### src/rtl/uart_tx_buffered.sv
// Buffered UART transmitter: FIFO-fed, LSB-first serialiser paced by rising edges of baud_clk.
// Latency: a baud_clk rise moves tx 3 clk_in cycles later; a pushed byte is poppable the next cycle.
// Backpressure: tx_ready is low while the FIFO is full; with no ticks, bytes simply stay queued.
`timescale 1ns/1ps

// Small synchronous FIFO with occupancy count; the caller guards push-when-full and pop-when-empty.
// Latency: a write is visible at the head from the following cycle (no pass-through).
// Backpressure: none internally; the caller derives ready from count.
module uart_tx_fifo #(
    parameter int WIDTH = 8,
    parameter int DEPTH = 4
) (
    input  logic                     clk_in,
    input  logic                     reset,
    input  logic                     push,
    input  logic [WIDTH-1:0]         push_dat,
    input  logic                     pop,
    output logic [WIDTH-1:0]         pop_dat,
    output logic [$clog2(DEPTH):0]   count
);
    localparam int AW = $clog2(DEPTH);

    logic [WIDTH-1:0] mem [DEPTH];
    logic [AW-1:0]    wr_ptr;
    logic [AW-1:0]    rd_ptr;

    // Storage write; contents need no reset because count gates every read.
    always_ff @(posedge clk_in) begin
        if (push) begin
            mem[wr_ptr] <= push_dat;
        end
    end

    // Pointers wrap naturally at the power-of-two depth; simultaneous push and pop keep count.
    always_ff @(posedge clk_in) begin
        if (reset) begin
            wr_ptr <= '0;
            rd_ptr <= '0;
            count  <= '0;
        end else begin
            if (push) begin
                wr_ptr <= wr_ptr + AW'(1);
            end
            if (pop) begin
                rd_ptr <= rd_ptr + AW'(1);
            end
            case ({push, pop})
                2'b10:   count <= count + (AW+1)'(1);
                2'b01:   count <= count - (AW+1)'(1);
                default: count <= count;
            endcase
        end
    end

    assign pop_dat = mem[rd_ptr];
endmodule

module uart_tx_buffered #(
    parameter int DATA_BITS  = 8,
    parameter int FIFO_DEPTH = 4,
    parameter int PARITY_EN  = 0,
    parameter int PARITY_ODD = 0
) (
    input  logic                          clk_in,
    input  logic                          reset,
    input  logic                          baud_clk,
    input  logic [DATA_BITS-1:0]          tx_data,
    input  logic                          tx_valid,
    output logic                          tx_ready,
    output logic                          tx,
    output logic                          busy,
    output logic [$clog2(FIFO_DEPTH):0]   fifo_count
);
    localparam int CW = $clog2(FIFO_DEPTH) + 1;
    localparam int BW = $clog2(DATA_BITS + 1);

    typedef enum logic [2:0] {
        IDLE,
        START,
        DATA,
        PARITY,
        STOP
    } state_t;

    state_t               state;
    state_t               state_nxt;
    logic                 baud_s1;
    logic                 baud_s2;
    logic                 baud_prev;
    logic                 tick;
    logic [DATA_BITS-1:0] shreg;
    logic [DATA_BITS-1:0] shreg_nxt;
    logic [DATA_BITS-1:0] head_dat;
    logic [BW-1:0]        bit_cnt;
    logic [BW-1:0]        bit_cnt_nxt;
    logic                 par;
    logic                 par_nxt;
    logic                 tx_nxt;
    logic                 push;
    logic                 pop;
    logic                 fifo_empty;

    // Two-flop synchroniser plus registered rise detect; everything resets high so a
    // baud_clk already high at reset release is not mistaken for a fresh edge.
    always_ff @(posedge clk_in) begin
        if (reset) begin
            baud_s1   <= 1'b1;
            baud_s2   <= 1'b1;
            baud_prev <= 1'b1;
            tick      <= 1'b0;
        end else begin
            baud_s1   <= baud_clk;
            baud_s2   <= baud_s1;
            baud_prev <= baud_s2;
            tick      <= baud_s2 & ~baud_prev;
        end
    end

    // Ready looks only at the current occupancy, so a full FIFO refuses even when popping.
    assign tx_ready   = (fifo_count != CW'(FIFO_DEPTH));
    assign push       = tx_valid & tx_ready;
    assign fifo_empty = (fifo_count == '0);
    assign busy       = (state != IDLE);

    uart_tx_fifo #(
        .WIDTH (DATA_BITS),
        .DEPTH (FIFO_DEPTH)
    ) u_fifo (
        .clk_in   (clk_in),
        .reset    (reset),
        .push     (push),
        .push_dat (tx_data),
        .pop      (pop),
        .pop_dat  (head_dat),
        .count    (fifo_count)
    );

    // State and serialiser datapath registers; reset aborts any frame and parks the line high.
    always_ff @(posedge clk_in) begin
        if (reset) begin
            state   <= IDLE;
            tx      <= 1'b1;
            shreg   <= '0;
            bit_cnt <= '0;
            par     <= 1'b0;
        end else begin
            state   <= state_nxt;
            tx      <= tx_nxt;
            shreg   <= shreg_nxt;
            bit_cnt <= bit_cnt_nxt;
            par     <= par_nxt;
        end
    end

    // Next-state logic: everything holds between ticks; STOP reloads directly for back-to-back frames.
    always_comb begin
        state_nxt   = state;
        tx_nxt      = tx;
        shreg_nxt   = shreg;
        bit_cnt_nxt = bit_cnt;
        par_nxt     = par;
        pop         = 1'b0;
        if (tick) begin
            case (state)
                IDLE, STOP: begin
                    if (!fifo_empty) begin
                        pop       = 1'b1;
                        shreg_nxt = head_dat;
                        par_nxt   = (^head_dat) ^ (PARITY_ODD != 0);
                        tx_nxt    = 1'b0;
                        state_nxt = START;
                    end else begin
                        tx_nxt    = 1'b1;
                        state_nxt = IDLE;
                    end
                end
                START: begin
                    tx_nxt      = shreg[0];
                    shreg_nxt   = shreg >> 1;
                    bit_cnt_nxt = BW'(1);
                    state_nxt   = DATA;
                end
                DATA: begin
                    if (bit_cnt < BW'(DATA_BITS)) begin
                        tx_nxt      = shreg[0];
                        shreg_nxt   = shreg >> 1;
                        bit_cnt_nxt = bit_cnt + BW'(1);
                    end else if (PARITY_EN != 0) begin
                        tx_nxt    = par;
                        state_nxt = PARITY;
                    end else begin
                        tx_nxt    = 1'b1;
                        state_nxt = STOP;
                    end
                end
                PARITY: begin
                    tx_nxt    = 1'b1;
                    state_nxt = STOP;
                end
                default: begin
                    tx_nxt    = 1'b1;
                    state_nxt = IDLE;
                end
            endcase
        end
    end
endmodule
### config.mk
export PLATFORM = sky130hd
export DESIGN_NAME = uart_tx_buffered
export DESIGN_NICKNAME = d
export VERILOG_FILES = /design/src/rtl/uart_tx_buffered.sv
export SDC_FILE = /design/constraint.sdc
export NUM_CORES = 1
export LEC_CHECK = 0
export CELL_PAD_IN_SITES_DETAIL_PLACEMENT = 1
export CELL_PAD_IN_SITES_GLOBAL_PLACEMENT = 1
export CORE_MARGIN = 1
export CORE_UTILIZATION = 40
export CTS_BUF_LIST = sky130_fd_sc_hd__clkbuf_16
export CTS_CLUSTER_DIAMETER = 100
export DETAILED_ROUTE_END_ITERATION = 6
export GPL_TIMING_DRIVEN = 0
export PLACE_DENSITY_LB_ADDON = 0.1
export SYNTH_ARGS = -nofsm -noshare
export SYNTH_HDL_FRONTEND = slang
export SYNTH_SLANG_ARGS = --single-unit
### constraint.sdc
create_clock -name clk_in -period 3.1 [get_ports clk_in]
set_input_delay 0.465 -clock clk_in [delete_from_list [all_inputs] [get_ports clk_in]]
set_output_delay 0.465 -clock clk_in [all_outputs]
set_load 0.05 [all_outputs]
==> reports/qor.yml, run 1 <==
outcome:
  result_of_the_run: "finished clean"
route:
  wire_per_inst_um: 17.4
  total_wire_length_mm: 5.39
  post_drt_via_cell_ratio: 5.30
  first_pass_iters: 4
  remaining_drc_errors: 0
  antenna_left: 0
  vias: 1643
  first_drt_iteration_drcs: 110
worst_hold_path:
  hold_path_depth: 1
  timing.hold.worst.class: "reg -> reg"
  min-delay-start: "baud_prev$_SDFF_PP1_"
finish:
  final_layout_size_suffix_gt1_share_pct: 17.6
  final_cell_count_no_fill: 310
  flow.area_growth_from_synthesis_pct: 22.3
  layout.nets: 246
  final_instance_area_um2: 3190
  fillCellCount: 651
  seqCellArea_um2: 1540
  area_of_the_multi_input_gates_um2: 952
  antenna_cells_inserted: 0
  postLayoutCoreUtil_pct: 50.5
clock_network:
  cts_buffers: 9
  cts.hold.buffers_added: 0
  cts_root_buf: "clkbuf_16"
  clkLatencyLatePin_ps: 320
  cts_num_sinks: 61
  h-tree-depth: 3
  cts_setup_buffers: 0
  clkSlewWorstSetupHoldPaths_ps: 60
  ctsLongestPathBuffers: 2
  tritoncts_clock_tree: "built"
  post_cts_sizing_count: 0
timing:
  timing.final.crit_period_ps: 2420
  worst_pin_slew_ps: 543
  final_setup_viols: 0
  report.final.hold_viol_count: 0
  postLayoutSetupSlackWorst_ps: 679
  layout_worst_path_cycle_share_pct: 78.1
  slew_viol_final: 0
  rsz_0062_raised_after_global_routing: "false"
  relSlewSlack_pct: 63.7
  maxClockFrequency_ghz: 0.413
  tns_ps: 0
  worst_clock_skew_ps: 8.96
yosys:
  synth.largest_area_cell: "edfxtp_1"
  synth.avg_cell_area_um2: 13.0
  synthesis.yosys.warnings: 0
  ys_async_sr_fraction_pct: 0
  syn_area_um2: 2610
  synthDistinctLibCells: 49
  postSynthNetCount: 218
  synth_ff_type: "edfxtp_1"
  synth.top_cells.by_count: "32 x edfxtp_1, 29 x dfxtp_1, 17 x nor2_1, 10 x inv_1"
  synth_largest_type_area_fraction_pct: 36.9
  postSynthCellCount: 200
  post_synth_main_area_contributors: "edfxtp_1 37%, dfxtp_1 22%, mux4_2 6.9%, nor2_1 2.4%, ha_1 2.4%"
  synth-seq-area-share_pct: 59.1
  count_leader_synth: "edfxtp_1"
  postSynthRegisterBits: 61
  synth_edf_count: 32
placed_design:
  total_of_buffers_placed_on_input_and_output_ports: 17
  dpl.hpwl_mm: 3.60
  placed_cells_incl_taps: 294
  placedInstanceArea_um2: 2870
  post_place_setup_slack_ps: 544
  place_congestion: 0.744
die:
  number_of_ports_placed_on_the_die_boundary: 18
  die-area_um2: 6850
  core_region_area_um2: 6310
  rows: 29
  die_width_um: 82.7
  die_y_um: 82.7
  initial_utilization_pct: 41.3
global_route:
  grt_overflow: 0
  grt_start_max_net_pins: 12
  grt_antenna_before_repair: 0
  grt_pass1_vias: 1667
  globalRouteTotalUtil_pct: 17.3
  grt_pass1_wl_mm: 8.30
setup_path:
  timing.critical_path.from: "u_fifo.count[0]$_SDFFE_PP0P_"
  timing.critical_path.arrival_ps: 1960
  worst_setup_path_end_kind: "output port"
  setup.worst_path.start_class: "register"
  worst-path-max-fanout: 7
  reg2reg_depth: 9
  required_ps: 2630
  worst_r2r_startpoint: "u_fifo.count[0]$_SDFFE_PP0P_"
  worstSetupPathType: "reg -> out"
power:
  leakage_uw: 0.00112
  cellPowerDensity_nw_per_um2: 659
  max-vdd-ir-drop_v: 0.000413
flow_run:
  maxCapViolations: 0
[path summary, 6_finish.rpt]
path | slack, ps | endpoint
worst max-delay path | 680 | tx_ready
worst min-delay path | 400 | tick$_SDFF_PP0_
worst max register to register | 780 | u_fifo.count[2]$_SDFFE_PP0P_
worst min register to register | 400 | tick$_SDFF_PP0_
[sequential cells by signal, summed over array words and instances (netlist names), named ones only]
| register | count |
|---|---|
| u_fifo.rd_ptr | 2 |
| u_fifo.wr_ptr | 2 |
| u_fifo.mem | 32 |
| baud_s1 | 1 |
| state | 3 |
| baud_prev | 1 |
| tick | 1 |
| tx | 1 |
| u_fifo.count | 3 |
| shreg | 8 |
| baud_s2 | 1 |
| bit_cnt | 4 |
[through the flow]
stage	power [uW]	hold WS, ps
floorplan	1010	373
global placement	1060	384
detailed placement	1070	400
CTS	2120	407
global route	2170	424
finish	2100	398
[cells in the final DEF, fill, tap and decap left out, types with 2 or more instances in the layout]
cell             instances
nand4_1                  3
inv_1                   10
nand2b_1                 6
dfxtp_1                 29
edfxtp_1                32
a41oi_1                  2
nor3b_1                  2
nor2_1                  17
or3b_1                   2
xor2_1                   2
or3_1                    2
buf_2                    4
or2_2                    3
xnor2_1                  2
clkbuf_16                9
nor3_1                   3
clkbuf_1                 6
clkinv_2                 2
mux2i_1                  2
ha_1                     5
a221oi_1                 7
bufinv_16                2
buf_6                    2
and3_1                   4
a211oi_1                 7
nor2b_1                  3
a21oi_1                  6
nand2_1                  8
mux4_2                   8
clkdlybuf4s50_1         17
[final cells by class]
cell class                 count  share of cell area [%]
sequential                    61                    48.3
multi-input combinational    115                    29.9
clock buffer                   9                    7.06
timing repair buffer          17                    5.34
tap                           77                    3.02
clock inverter                 7                    2.82
buffer                        14                    2.39
inverter                      10                    1.18
[worst max-delay path: stages, from the launching register on]
cell and delay, ps:
dfxtp_1 380, or3b_1 410, buf_6 150, clkdlybuf4s50_1 690
[power by group]
| part | total, uW | switching (uW) | internal (uW) |
|---|---|---|---|
| registers | 902 | 16.9 | 885 |
| clock network | 1050 | 353 | 698 |
| logic | 149 | 85.2 | 63.8 |
[kinds of logic (layout without fill, tap and decap cells)]
logic type,after synthesis,after routing,synth area share (%)
DFF,61,61,59.1
and+or+nand+nor,60,60,12.7
AOI/OAI and AO/OA,32,32,9.98
buffers and inverters,24,57,4.37
muxes,12,12,8.68
adders and majority gates,6,6,3.17
xor gates and xnor gates,5,5,1.97
[layer usage]
metal	global-route usage [%]	vias up	part of all wire, %
li1	-	792	-
met4	6.21	0	0.74
met5	0	-	0
met3	5.60	2	2.9
met2	29.4	25	52
met1	20.4	824	44
(Power assumes the default switching activity.)
==> run 2, diff against run 1 <==
==> constraint.sdc (replaced) <==
create_clock -name clk_in -period 2.4 [get_ports clk_in]
set_input_delay 0.36 -clock clk_in [delete_from_list [all_inputs] [get_ports clk_in]]
set_output_delay 0.36 -clock clk_in [all_outputs]
set_load 0.05 [all_outputs]
==> run 2 against run 1 <==
Compared with the run above: hold slack better by 1.3 ps; clock skew about the same; core utilization down 0.42 points; register-to-register slack worse by 670 ps; first-iteration DRC count up 1.8%; critical path type unchanged; sequential power up 29%.
==> reports/qor.yml, run 2 (synthesis gave the netlist of run 1 again) <==
route:
  first_drt_iteration_drcs: 112
  first_pass_iters: 4
  wire_per_inst_um: 17.6
  post_drt_via_cell_ratio: 5.42
  remaining_drc_errors: 0
  antenna_left: 0
  vias: 1680
  total_wire_length_mm: 5.46
die:
  die_width_um: 82.7
  die-area_um2: 6850
  core_region_area_um2: 6310
  rows: 29
  die_y_um: 82.7
  initial_utilization_pct: 41.3
  number_of_ports_placed_on_the_die_boundary: 18
global_route:
  grt_pass1_vias: 1772
  globalRouteTotalUtil_pct: 18.6
  grt_overflow: 0
  grt_antenna_before_repair: 0
  grt_pass1_wl_mm: 8.75
  grt_start_max_net_pins: 13
clock_network:
  h-tree-depth: 3
  ctsLongestPathBuffers: 2
  cts_buffers: 9
  tritoncts_clock_tree: "built"
  cts_num_sinks: 61
  cts_setup_buffers: 0
  cts.hold.buffers_added: 0
  post_cts_sizing_count: 0
  clkSlewWorstSetupHoldPaths_ps: 60
  cts_root_buf: "clkbuf_16"
  clkLatencyLatePin_ps: 330
setup_path:
  path_cells: "or3b_1, buf_6, clkdlybuf4s50_1"
  critPathBufInv: 2
  setup.worst_path.start_class: "register"
  worstSetupPathType: "reg -> out"
  worst-path-max-fanout: 7
  required_ps: 2040
  worst_setup_path_end_kind: "output port"
  cp_slowest_stage_delay_ps: 710
  timing.critical_path.arrival_ps: 1940
  cpLargestDelayFamily: "buffers and inverters"
  worst_path_max_delay_cell: "clkdlybuf4s50_1"
placed_design:
  place_congestion: 0.775
  placedInstanceArea_um2: 2880
  dpl.hpwl_mm: 3.63
  total_of_buffers_placed_on_input_and_output_ports: 17
timing:
  maxClockFrequency_ghz: 0.434
  rsz_0062_raised_after_global_routing: "false"
  worst_clock_skew_ps: 8.48
  report.final.hold_viol_count: 0
  slew_viol_final: 0
  relSlewSlack_pct: 61.9
  final_setup_viols: 0
  timing.final.crit_period_ps: 2300
  worst_pin_slew_ps: 572
  tns_ps: 0
  layout_worst_path_cycle_share_pct: 96.0
worst_hold_path:
  timing.hold.worst.class: "reg -> reg"
finish:
  flip_flop_count_of_the_largest_register_after_layout: 32
  layout.nets: 246
  seqCellArea_um2: 1550
  layout.cells.most_common_list: "32 x edfxtp_1, 26 x dfxtp_1, 17 x nor2_1, 17 x clkdlybuf4s50_1, 10 x inv_1"
  flow.area_growth_from_synthesis_pct: 21.3
  fillCellCount: 643
  most_common_cell_after_layout_fill_and_taps_aside: "edfxtp_1"
  final_instance_area_um2: 3160
  largest-register: "u_fifo.mem"
  antenna_cells_inserted: 0
  area_of_the_multi_input_gates_um2: 962
  largest_registers: "u_fifo.mem (32), shreg (8), bit_cnt (4)"
  final_layout_size_suffix_gt1_share_pct: 19.7
outcome:
  result_of_the_run: "finished clean"
flow_run:
  maxCapViolations: 0
power:
  max-vdd-ir-drop_v: 0.000610
  report.power.total_uw: 2540
  cellPowerDensity_nw_per_um2: 803
  leakage_uw: 0.00110
run 2: worst paths after layout:
path                           startpoint                           end  slack [ps]  cells past startpoint
max reg2reg  u_fifo.count[0]$_SDFFE_PP0P_  u_fifo.count[2]$_SDFFE_PP0P_         110                      9
min                  baud_prev$_SDFF_PP1_               tick$_SDFF_PP0_         400                      1
max          u_fifo.count[0]$_SDFFE_PP0P_                      tx_ready         100                      3
min reg2reg          baud_prev$_SDFF_PP1_               tick$_SDFF_PP0_         400                      1
run 2: through the flow:
step                cells  utilization [%]  worst slack [ps]  hold WS, ps
finish                310             50.1              97.2          400
global route          310             50.1              6.59          418
detailed placement    294             45.6             -78.3          402
global placement      294             45.6             -13.0          384
CTS                   310             49.9              91.3          409
floorplan             200                -              75.0          373
run 2: cell type report:
cell class	count	area share, %
inverter	10	1.19
timing repair buffer	17	5.38
buffer	14	2.41
sequential	61	48.9
clock buffer	9	7.12
clock inverter	7	1.58
tap	77	3.05
multi-input combinational	115	30.4
run 2: power by group:
part	internal, uW	leakage [uW]	total, uW	switching, uW
Clock	700	0.000128	1180	481
Combinational	83.3	0.000437	196	112
Sequential	1140	0.000530	1160	20.6
run 2: per-layer routing:
layer,share of wire [%],track usage (%),vias to the layer above,routed length [um]
met2,51,31.5,28,2800
met1,44,21.3,850,2410
met4,1.6,7.76,0,86
li1,-,-,794,-
met5,0,0,-,0
met3,2.9,6.59,8,157
